[config.mk]
export PLATFORM = sky130hd
export DESIGN_NAME = wide_to_narrow_serializer_flat
export DESIGN_NICKNAME = d
export VERILOG_FILES = /design/src/rtl/ser_pkg.sv /design/src/rtl/wide_to_narrow_serializer_if.sv /design/src/rtl/ser_word_fifo.sv /design/src/rtl/wide_to_narrow_serializer.sv /design/src/flat_wrapper.sv
export SDC_FILE = /design/constraint.sdc
export NUM_CORES = 1
export LEC_CHECK = 0
export CAP_MARGIN = 20
export CORE_ASPECT_RATIO = 0.6
export CORE_UTILIZATION = 50
export DETAILED_ROUTE_END_ITERATION = 6
export PLACE_DENSITY = 0.69
export SETUP_SLACK_MARGIN = 0.3
export SKIP_LAST_GASP = 1
export SYNTH_ARGS = -nofsm -noshare
export SYNTH_HDL_FRONTEND = slang
export SYNTH_SLANG_ARGS = --single-unit
[constraint.sdc]
create_clock -name clk -period 5 [get_ports clk]
set_input_delay 1.25 -clock clk [delete_from_list [all_inputs] [get_ports clk]]
set_output_delay 1.25 -clock clk [all_outputs]
set_load 0.01 [all_outputs]
[src/rtl/ser_pkg.sv]
// Shared types and parameter checks for the wide-to-narrow serializer.
package ser_pkg;

  typedef enum logic [1:0] {
    ST_EMPTY,
    ST_LOAD,
    ST_SHIFT
  } ser_state_t;

  // IN_W must split into at least two whole slices; DEPTH must be a power of 2, >= 2.
  function automatic bit widths_ok(input int in_w, input int out_w, input int depth);
    return (out_w > 0) && (in_w % out_w == 0) && (in_w / out_w >= 2)
        && (depth >= 2) && ((depth & (depth - 1)) == 0);
  endfunction

endpackage

[src/rtl/wide_to_narrow_serializer_if.sv]
// Producer/consumer signal bundle of the wide-to-narrow serializer.
interface wide_to_narrow_serializer_if #(
  parameter int IN_W  = 64,
  parameter int OUT_W = 8,
  parameter int DEPTH = 4
);
  localparam int LVL_W = $clog2(DEPTH + 1);

  logic             strobe_in;
  logic [IN_W-1:0]  input_data;
  logic             full;
  logic             overflow;
  logic [LVL_W-1:0] level;
  logic             req_data;
  logic             ready;
  logic             strobe_out;
  logic [OUT_W-1:0] data_out;
  logic             data_end;

  modport master (
    output strobe_in, input_data, req_data,
    input  full, overflow, level, ready, strobe_out, data_out, data_end
  );

  modport slave (
    input  strobe_in, input_data, req_data,
    output full, overflow, level, ready, strobe_out, data_out, data_end
  );
endinterface

[src/rtl/ser_word_fifo.sv]
// Word FIFO for the serializer: W x DEPTH, pointers carry an extra wrap bit.
module ser_word_fifo #(
  parameter int W     = 64,
  parameter int DEPTH = 4
) (
  input  logic                   clk,
  input  logic                   reset_n,
  input  logic                   push,
  input  logic [W-1:0]           wr_data,
  input  logic                   pop,
  output logic [W-1:0]           rd_data,
  output logic                   full,
  output logic                   empty,
  output logic [$clog2(DEPTH):0] level
);
  localparam int AW = $clog2(DEPTH);

  logic [W-1:0] mem [DEPTH];
  logic [AW:0]  wr_ptr_q, wr_ptr_d;
  logic [AW:0]  rd_ptr_q, rd_ptr_d;
  logic         push_ok;
  logic         pop_ok;

  // Same index with opposite wrap bits means the writer lapped the reader.
  assign full    = (wr_ptr_q[AW] != rd_ptr_q[AW]) && (wr_ptr_q[AW-1:0] == rd_ptr_q[AW-1:0]);
  assign empty   = (wr_ptr_q == rd_ptr_q);
  assign level   = wr_ptr_q - rd_ptr_q;
  assign push_ok = push && !full;
  assign pop_ok  = pop && !empty;
  assign rd_data = mem[rd_ptr_q[AW-1:0]];

  always_comb begin
    // NOTE: every output of a combinational block gets a default first, so no path can infer a latch.
    wr_ptr_d = wr_ptr_q;
    rd_ptr_d = rd_ptr_q;
    if (push_ok) wr_ptr_d = wr_ptr_q + 1'b1;
    if (pop_ok)  rd_ptr_d = rd_ptr_q + 1'b1;
  end

  always_ff @(posedge clk or negedge reset_n) begin
    // NOTE: state registers use non-blocking assignments so every flop samples pre-edge values.
    if (!reset_n) begin
      wr_ptr_q <= '0;
      rd_ptr_q <= '0;
    end else begin
      wr_ptr_q <= wr_ptr_d;
      rd_ptr_q <= rd_ptr_d;
    end
  end

  // NOTE: storage is not reset; cleared pointers already make every entry invisible.
  always_ff @(posedge clk) begin
    if (push_ok) mem[wr_ptr_q[AW-1:0]] <= wr_data;
  end

endmodule

[src/rtl/wide_to_narrow_serializer.sv]
// Buffers IN_W-bit words and emits them as OUT_W-bit slices on request.
// Define MSB_FIRST_EN to emit the most significant slice first (default is LSB-first).
module wide_to_narrow_serializer
  import ser_pkg::*;
#(
  parameter int IN_W  = 64,
  parameter int OUT_W = 8,
  parameter int DEPTH = 4
) (
  input  logic                        clk,
  input  logic                        reset_n,
  wide_to_narrow_serializer_if.slave  bus
);
  localparam int RATIO = IN_W / OUT_W;
  localparam int IDX_W = $clog2(RATIO);
  localparam int AW    = $clog2(DEPTH);

  if (!widths_ok(IN_W, OUT_W, DEPTH)) begin : g_param_check
    $error("wide_to_narrow_serializer: illegal IN_W/OUT_W/DEPTH combination");
  end

  ser_state_t       state_q, state_d;
  logic [IN_W-1:0]  word_q, word_d;
  logic [IDX_W-1:0] slice_idx_q, slice_idx_d;
  logic [OUT_W-1:0] data_out_q, data_out_d;
  logic             strobe_out_q, strobe_out_d;
  logic             data_end_q, data_end_d;
  logic             overflow_q, overflow_d;

  logic             fifo_pop;
  logic             fifo_full;
  logic             fifo_empty;
  logic [IN_W-1:0]  fifo_rd_data;
  logic [AW:0]      fifo_level;

  logic [OUT_W-1:0] slices [RATIO];
  logic [OUT_W-1:0] cur_slice;
  logic             last_slice;

  ser_word_fifo #(
    .W     (IN_W),
    .DEPTH (DEPTH)
  ) u_fifo (
    .clk     (clk),
    .reset_n (reset_n),
    .push    (bus.strobe_in),
    .wr_data (bus.input_data),
    .pop     (fifo_pop),
    .rd_data (fifo_rd_data),
    .full    (fifo_full),
    .empty   (fifo_empty),
    .level   (fifo_level)
  );

  for (genvar i = 0; i < RATIO; i++) begin : g_slice
`ifdef MSB_FIRST_EN
    assign slices[i] = word_q[IN_W-1-i*OUT_W -: OUT_W];
`else
    assign slices[i] = word_q[i*OUT_W +: OUT_W];
`endif
  end

  assign cur_slice  = slices[slice_idx_q];
  assign last_slice = (slice_idx_q == IDX_W'(RATIO - 1));

  always_comb begin
    state_d      = state_q;
    word_d       = word_q;
    slice_idx_d  = slice_idx_q;
    data_out_d   = data_out_q;
    strobe_out_d = 1'b0;
    data_end_d   = 1'b0;
    fifo_pop     = 1'b0;
    // The FIFO ignores a push while full, so a drop is reported even if a pop frees a slot.
    overflow_d   = bus.strobe_in && fifo_full;

    case (state_q)
      ST_EMPTY: begin
        if (!fifo_empty) begin
          fifo_pop    = 1'b1;
          word_d      = fifo_rd_data;
          slice_idx_d = '0;
          state_d     = ST_SHIFT;
        end
      end
      ST_SHIFT: begin
        if (bus.req_data) begin
          strobe_out_d = 1'b1;
          data_out_d   = cur_slice;
          data_end_d   = last_slice;
          if (last_slice) begin
            slice_idx_d = '0;
            // Reload on the final slice's edge keeps the slice stream gap-free.
            if (!fifo_empty) begin
              fifo_pop = 1'b1;
              word_d   = fifo_rd_data;
            end else begin
              state_d = ST_EMPTY;
            end
          end else begin
            slice_idx_d = slice_idx_q + 1'b1;
          end
        end
      end
      default: state_d = ST_EMPTY;
    endcase
  end

  always_ff @(posedge clk or negedge reset_n) begin
    if (!reset_n) begin
      state_q      <= ST_EMPTY;
      word_q       <= '0;
      slice_idx_q  <= '0;
      data_out_q   <= '0;
      strobe_out_q <= 1'b0;
      data_end_q   <= 1'b0;
      overflow_q   <= 1'b0;
    end else begin
      state_q      <= state_d;
      word_q       <= word_d;
      slice_idx_q  <= slice_idx_d;
      data_out_q   <= data_out_d;
      strobe_out_q <= strobe_out_d;
      data_end_q   <= data_end_d;
      overflow_q   <= overflow_d;
    end
  end

  assign bus.full       = fifo_full;
  assign bus.overflow   = overflow_q;
  assign bus.level      = fifo_level;
  assign bus.ready      = (state_q == ST_SHIFT);
  assign bus.strobe_out = strobe_out_q;
  assign bus.data_out   = data_out_q;
  assign bus.data_end   = data_end_q;

endmodule

[src/flat_wrapper.sv]
// flat-port wrapper written by rule: the top's interface ports become plain ports
module wide_to_narrow_serializer_flat import ser_pkg::*;
#(
  parameter int IN_W  = 64,
  parameter int OUT_W = 8,
  parameter int DEPTH = 4
)
  (clk, reset_n, bus_strobe_in, bus_input_data, bus_req_data, bus_full, bus_overflow, bus_level, bus_ready, bus_strobe_out, bus_data_out, bus_data_end);
  wide_to_narrow_serializer_if #(.IN_W(IN_W), .OUT_W(OUT_W), .DEPTH(DEPTH)) bus_i ();
  input  logic clk;
  input  logic reset_n;
  input wire logic [$bits(bus_i.strobe_in)-1:0] bus_strobe_in;
  input wire logic [$bits(bus_i.input_data)-1:0] bus_input_data;
  input wire logic [$bits(bus_i.req_data)-1:0] bus_req_data;
  output wire logic [$bits(bus_i.full)-1:0] bus_full;
  output wire logic [$bits(bus_i.overflow)-1:0] bus_overflow;
  output wire logic [$bits(bus_i.level)-1:0] bus_level;
  output wire logic [$bits(bus_i.ready)-1:0] bus_ready;
  output wire logic [$bits(bus_i.strobe_out)-1:0] bus_strobe_out;
  output wire logic [$bits(bus_i.data_out)-1:0] bus_data_out;
  output wire logic [$bits(bus_i.data_end)-1:0] bus_data_end;
  assign bus_i.strobe_in = bus_strobe_in;
  assign bus_i.input_data = bus_input_data;
  assign bus_i.req_data = bus_req_data;
  assign bus_full = bus_i.full;
  assign bus_overflow = bus_i.overflow;
  assign bus_level = bus_i.level;
  assign bus_ready = bus_i.ready;
  assign bus_strobe_out = bus_i.strobe_out;
  assign bus_data_out = bus_i.data_out;
  assign bus_data_end = bus_i.data_end;
  wide_to_narrow_serializer #(.IN_W(IN_W), .OUT_W(OUT_W), .DEPTH(DEPTH)) u_core (.clk(clk), .reset_n(reset_n), .bus(bus_i));
endmodule
=== After elaboration in Yosys (flattened, before gate mapping) ===
Memories as Yosys holds them, arrays and structs flattened.
Cells that the tools add are included.

* Input port bits: 68
* Output and inout bits: 16
* Logic and storage cells: 63
* Bits in registers: 86
* RAM bits: 256
* Memories: 1

{| class="wikitable"
|+ Memory list
! name !! depth !! bits a word !! read ports !! clocked after memory_dff !! write ports !! RTL line !! RTL
|-
| u_core.u_fifo.mem || 4 || 64 || 1 || 0 || 1 || ser_word_fifo.sv:18 || <nowiki>logic [W-1:0] mem [DEPTH];</nowiki>
|}

* Magnitude comparators: 1
* Reduce and logical (&&, ||, !) cells: 12
* Add/sub/neg operators: 4
* Equality and inequality tests: 9
* Mux-type cells: 26
* Bitwise logic cells: 1

{| class="wikitable"
|+ Operators by type and width
! operator !! number
|-
| 64-bit 2-to-1 mux || 3
|-
| 64-bit case mux with 2 select lines || 1
|-
| 8-bit binary-select mux with 3-bit select || 1
|-
| 8-bit 2-to-1 mux || 2
|-
| 3-bit by 1-bit adder with 3-bit output, second input constant || 3
|-
| 1-bit 2-to-1 mux || 9
|-
| 3-bit 2-to-1 mux || 3
|-
| 2-bit 2-to-1 mux || 4
|-
| 3-bit case mux with 2 select lines || 1
|-
| 3-bit AND reduction || 2
|-
| 4-bit >= comparator, second input constant || 1
|-
| 1-bit logical AND || 4
|-
| 2-bit by 1-bit inequality test with 1-bit output, second input constant || 2
|-
| 2-bit inequality test, second input constant || 2
|-
| 3-bit inverter with 4-bit output || 1
|-
| 2-bit case mux with 2 select lines || 1
|-
| 4-bit AND reduction || 1
|-
| 3-bit == test || 1
|-
| 3-bit == test, second input constant || 1
|-
| 3-bit subtractor || 1
|-
| 2-bit == test || 1
|-
| 2-bit == test, second input constant || 1
|-
| 1-bit logical NOT || 2
|-
| 2-bit logical NOT || 1
|-
| 4 further kinds || 4
|}

=== Logic depth before layout (Yosys ltp) ===
* Depth after elaboration: 6
* Gate-level depth with buffers: 10
* Depth with buffers taken out: 5

=== Cells and area by module ===
From an unflattened synthesis, not the netlist that was laid out.

* Cell total of the unflattened synthesis: 619
* Area total of the unflattened synthesis: 13207.7 sq um

{| class="wikitable"
|+ By module, submodules not included
! module !! cells each !! sequential area each (sq um) !! area each (sq um) !! instances
|-
| ser_word_fifo || 379 || 7837.5 || 9695.5 || 1
|-
| wide_to_narrow_serializer || 240 || 1976.9 || 3512.1 || 1
|}

=== Worst setup path after synthesis ===
No wires, ideal clock.

* Kind: register -> register
* From: reg u_core.u_fifo.rd_ptr_q[1]
* To: mem u_core.u_fifo.mem[0][0] (enable)
* Arrival: 3.097 ns
* Required time: 4.571 ns
* Setup slack: 1.474 ns
* Cell stages (with the launch flop): 8
* Path buffers: 2
* Clock period less this slack: 3.526 ns
* Setup time: 0.429 ns
* Cells stage by stage: dfrtp_1 -> clkbuf_1 -> buf_2 -> inv_1 -> ha_1 -> nand2_1 -> o21a_1 -> and2_1

* Word-level cells in the longest chain between the ends: 6

{| class="wikitable"
|+ RTL lines
! element !! RTL line !! RTL
|-
| from (decl) || ser_word_fifo.sv:20 || <nowiki>logic [AW:0] rd_ptr_q, rd_ptr_d;</nowiki>
|-
| from (signal assigned) || ser_word_fifo.sv:47 || <nowiki>rd_ptr_q <= rd_ptr_d;</nowiki>
|-
| 2-bit == test || ser_word_fifo.sv:25 || <nowiki>assign full = (wr_ptr_q[AW] != rd_ptr_q[AW]) && (wr_ptr_q[AW-1:0] == rd_ptr_q[AW-1:0]);</nowiki>
|-
| 1-bit logical AND || ser_word_fifo.sv:25 ||
|-
| 1-bit logical NOT || ser_word_fifo.sv:28 || <nowiki>assign push_ok = push && !full;</nowiki>
|-
| 1-bit logical AND || ser_word_fifo.sv:28 ||
|-
| 1-bit 2-to-1 mux || ser_word_fifo.sv:53 || <nowiki>if (push_ok) mem[wr_ptr_q[AW-1:0]] <= wr_data;</nowiki>
|-
| 1-bit 2-to-1 mux (not written as such) || ser_word_fifo.sv:53 ||
|-
| to (decl) || ser_word_fifo.sv:18 ||
|}

No other way between the ends.

=== Final worst setup path ===
* From: reg u_core.u_fifo.wr_ptr_q[0]
* To: out bus_level[2]

* Word-level cells in the longest chain between the ends: 1

{| class="wikitable"
|+ RTL lines
! element !! RTL line !! RTL
|-
| from (decl) || ser_word_fifo.sv:19 || <nowiki>logic [AW:0] wr_ptr_q, wr_ptr_d;</nowiki>
|-
| from (signal assigned) || ser_word_fifo.sv:46 || <nowiki>wr_ptr_q <= wr_ptr_d;</nowiki>
|-
| 3-bit subtractor || ser_word_fifo.sv:27 || <nowiki>assign level = wr_ptr_q - rd_ptr_q;</nowiki>
|-
| to (decl) || flat_wrapper.sv:17 || <nowiki>output wire logic [$bits(bus_i.level)-1:0] bus_level;</nowiki>
|}

No other way between the ends.

==> impl_metrics.json <==
{
  "rsz0062_at_grt": "false",
  "drcViolationCount": 0,
  "drt_iter0_drc": 409,
  "ys_types": 37,
  "outcome": "finished, final reports clean",
  "arrival_ps": 2350,
  "syn_nets": 699,
  "relSlewSlack_pct": 31.0,
  "finalWirelength_um": 25000,
  "overflow": 0,
  "post_cts_buffers": 0,
  "gp_congestion": 0.827,
  "fp.dieArea_mm2": 0.0274,
  "power_frac_comb_pct": 31.0,
  "p_switching_w": 0.00277,
  "syn_area_per_cell_um2": 21.5,
  "p_clk_share_pct": 23.9,
  "setup_viol": 0,
  "worstPathMaxFanout": 4,
  "netlist_area_mm2": 0.0133,
  "fillers": 1837,
  "grt_pass1_vias": 6351,
  "ys_ff_latch": 341,
  "clock-root-buffer": "clkbuf_16",
  "reg2reg_to": "u_core.word_q[57]$_DFFE_PN0P_",
  "h-tree-depth": 1,
  "cap_violations": 0,
  "synth-edff-count": 256,
  "clock.fmax_ghz": 0.278,
  "dpl.cell_count": 1039,
  "cts-buffers-inserted": 29,
  "grt.total_usage_pct": 19.2,
  "powerDensity_mw_per_mm2": 615,
  "swShare_pct": 29.1,
  "ys_seq_area_share_pct": 73.5,
  "required_ps": 3750,
  "cts_buffer_depth": 3,
  "cp-start-kind": "flop",
  "cts.sinks": 341,
  "p_seq_share_pct": 45.1,
  "multi_input_area_mm2": 0.00329,
  "hold_buffers": 0,
  "whs_path_depth": 1,
  "tightest_slew_ps": 1030,
  "postSynthCellCount": 621,
  "start_util_pct": 51.9,
  "tritoncts": "done",
  "clk_latency_ps": 560,
  "ios": 84,
  "end_kind": "primary output",
  "syn_to_final_growth_pct": 16.0,
  "num_antenna_cells": 0,
  "drive_above_1_share_pct": 27.5,
  "ctsResizeCount": 0,
  "reg2reg_depth": 4,
  "via_per_inst": 5.56,
  "p_int_w": 0.00676,
  "irDropWorstVdd_v": 0.000399,
  "vias": 6078,
  "hp-start": "u_core.word_q[19]$_DFFE_PN0P_",
  "drt_pass1_iterations": 7,
  "finalHoldViolCount": 0,
  "design.core.area_mm2": 0.0257,
  "rows": 45,
  "finalNetCount": 796,
  "fp.dieH_um": 129,
  "crit_type": "reg2out",
  "hold_class": "reg2reg",
  "endpoint": "bus_level[2]",
  "crit_start": "u_core.u_fifo.wr_ptr_q[0]$_DFFE_PN0P_",
  "yosys_warnings": 0,
  "cts.clk_slew.worst_paths_ps": 70,
  "antenna_left": 0,
  "grt_pass1_wl_um": 38600,
  "reg2reg_slack_ps": 2250,
  "slew_viol_final": 0,
  "synthFlopType": "edfxtp_1",
  "grt_max_degree": 65,
  "fin_crit_ps": 3600,
  "synthArstFlopShare_pct": 24.9,
  "regArea_mm2": 0.00982,
  "portBuffers": 83,
  "antenna_found_initial": 0,
  "tns_ps": 0,
  "finalNonFillerCells": 1093,
  "min_period_over_period_pct": 72.0,
  "wl_per_cell_um": 22.9,
  "dp_hpwl_um": 15300,
  "die_x_um": 213,
  "leakage_nw": 5.47,
  "r2r_start": "u_core.u_fifo.rd_ptr_q[0]$_DFFE_PN0P_",
  "skew_ps": 13.6
}
-- stage by stage --
stage | total power (W) | util [%] | hold slack, ps | area [um2] | setup WS (ps)
final | 0.00952 | 60.2 | 491 | 15500 | 1400
after global routing | 0.0100 | 60.2 | 520 | 15500 | 1290
after CTS | 0.00964 | 60.2 | 493 | 15500 | 1380
after detailed placement | 0.00735 | 56.4 | 476 | 14500 | 1590
after global placement | 0.00725 | 56.4 | 469 | 14500 | 1620
after floorplan | 0.00641 | - | 454 | 13300 | 1470
-- critical path, stage by stage (launching register included) --
cell and delay, ps:
dfrtp_1 380, inv_1 110, ha_1 230, fa_1 380, xnor2_1 150, clkdlybuf4s50_1 550
-- kinds of logic (layout without fill, tap and decap cells) --
group | after synthesis | in the layout | synth area share, %
XOR/XNOR | 6 | 6 | 0.534
buffers and inverters | 38 | 158 | 1.86
flip-flops | 341 | 341 | 73.5
multiplexers | 164 | 164 | 20.2
AO/OA/AOI/OAI | 33 | 33 | 1.85
AND/OR/NAND/NOR | 29 | 29 | 1.07
adder cells (fa/ha/maj) | 10 | 10 | 0.994
-- layout make-up --
| type | count | area share (%) |
|---|---|---|
| flip-flops and latches | 341 | 63.4 |
| clock buffers | 45 | 5.66 |
| inverters | 8 | 0.194 |
| clock inverters | 9 | 0.630 |
| repair buffers | 96 | 5.98 |
| well taps | 352 | 2.85 |
| multi-input cells | 242 | 21.3 |
-- layout by cell type (no fill, tap or decap), types with 9 or more instances in the layout --
cell type          n
mux2_4            39
mux2_1            12
clkdlybuf4s50_1   82
edfxtp_1         256
mux2i_1           16
mux2_2            33
dfrtp_1           83
buf_4             14
mux4_2            64
clkbuf_16         29
ha_1               9
clkbuf_8           9
nand2_1           13
-- power by group through the flow --
stage / clock, W / combinational [W] / sequential [W]
CTS: 0.00232 / 0.00302 / 0.00430
finish: 0.00228 / 0.00296 / 0.00429
global route: 0.00244 / 0.00320 / 0.00437
detailed placement: 0 / 0.00300 / 0.00435
global placement: 0 / 0.00295 / 0.00430
floorplan: 0 / 0.00218 / 0.00422
-- flip-flops by register name, indices dropped and copies added, names as in the netlist --
register,flops
u_core.bus.overflow,1
u_core.u_fifo.rd_ptr_q,3
u_core.word_q,64
u_core.bus.data_end,1
u_core.u_fifo.wr_ptr_q,3
u_core.state_q,1
u_core.bus.data_out,8
u_core.u_fifo.mem,256
u_core.bus.strobe_out,1
u_core.slice_idx_q,3
-- Yosys cell counts, types with 9 or more instances --
cell type / count / area share (%)
buf_2: 14 / 0.52
dfrtp_1: 85 / 16
edfxtp_1: 256 / 58
ha_1: 9 / 0.84
mux2_1: 12 / 1.0
mux2_2: 33 / 2.8
mux2_4: 39 / 4.4
mux2i_1: 16 / 1.2
mux4_2: 64 / 11
nand2_1: 13 / 0.37
-- metal layers --
layer | up-vias | wire length (um) | GRT usage (%)
met1 | 3189 | 12000 | 30.5
met3 | 32 | 1520 | 3.66
met4 | 0 | 422 | 3.81
met5 | - | 0 | 0
met2 | 167 | 11000 | 28.1
li1 | 2690 | - | -
-- how the worst min path moves through the flow --
stage                               endpoint  slack (ps)
3_3_place_gp   u_core.word_q[20]$_DFFE_PN0P_         470
6_report       u_core.word_q[19]$_DFFE_PN0P_         490
4_1_cts        u_core.word_q[28]$_DFFE_PN0P_         490
5_1_grt        u_core.word_q[31]$_DFFE_PN0P_         520
3_5_place_dp   u_core.word_q[22]$_DFFE_PN0P_         480
2_1_floorplan  u_core.word_q[32]$_DFFE_PN0P_         450
Power figures use the tool's default switching activity.
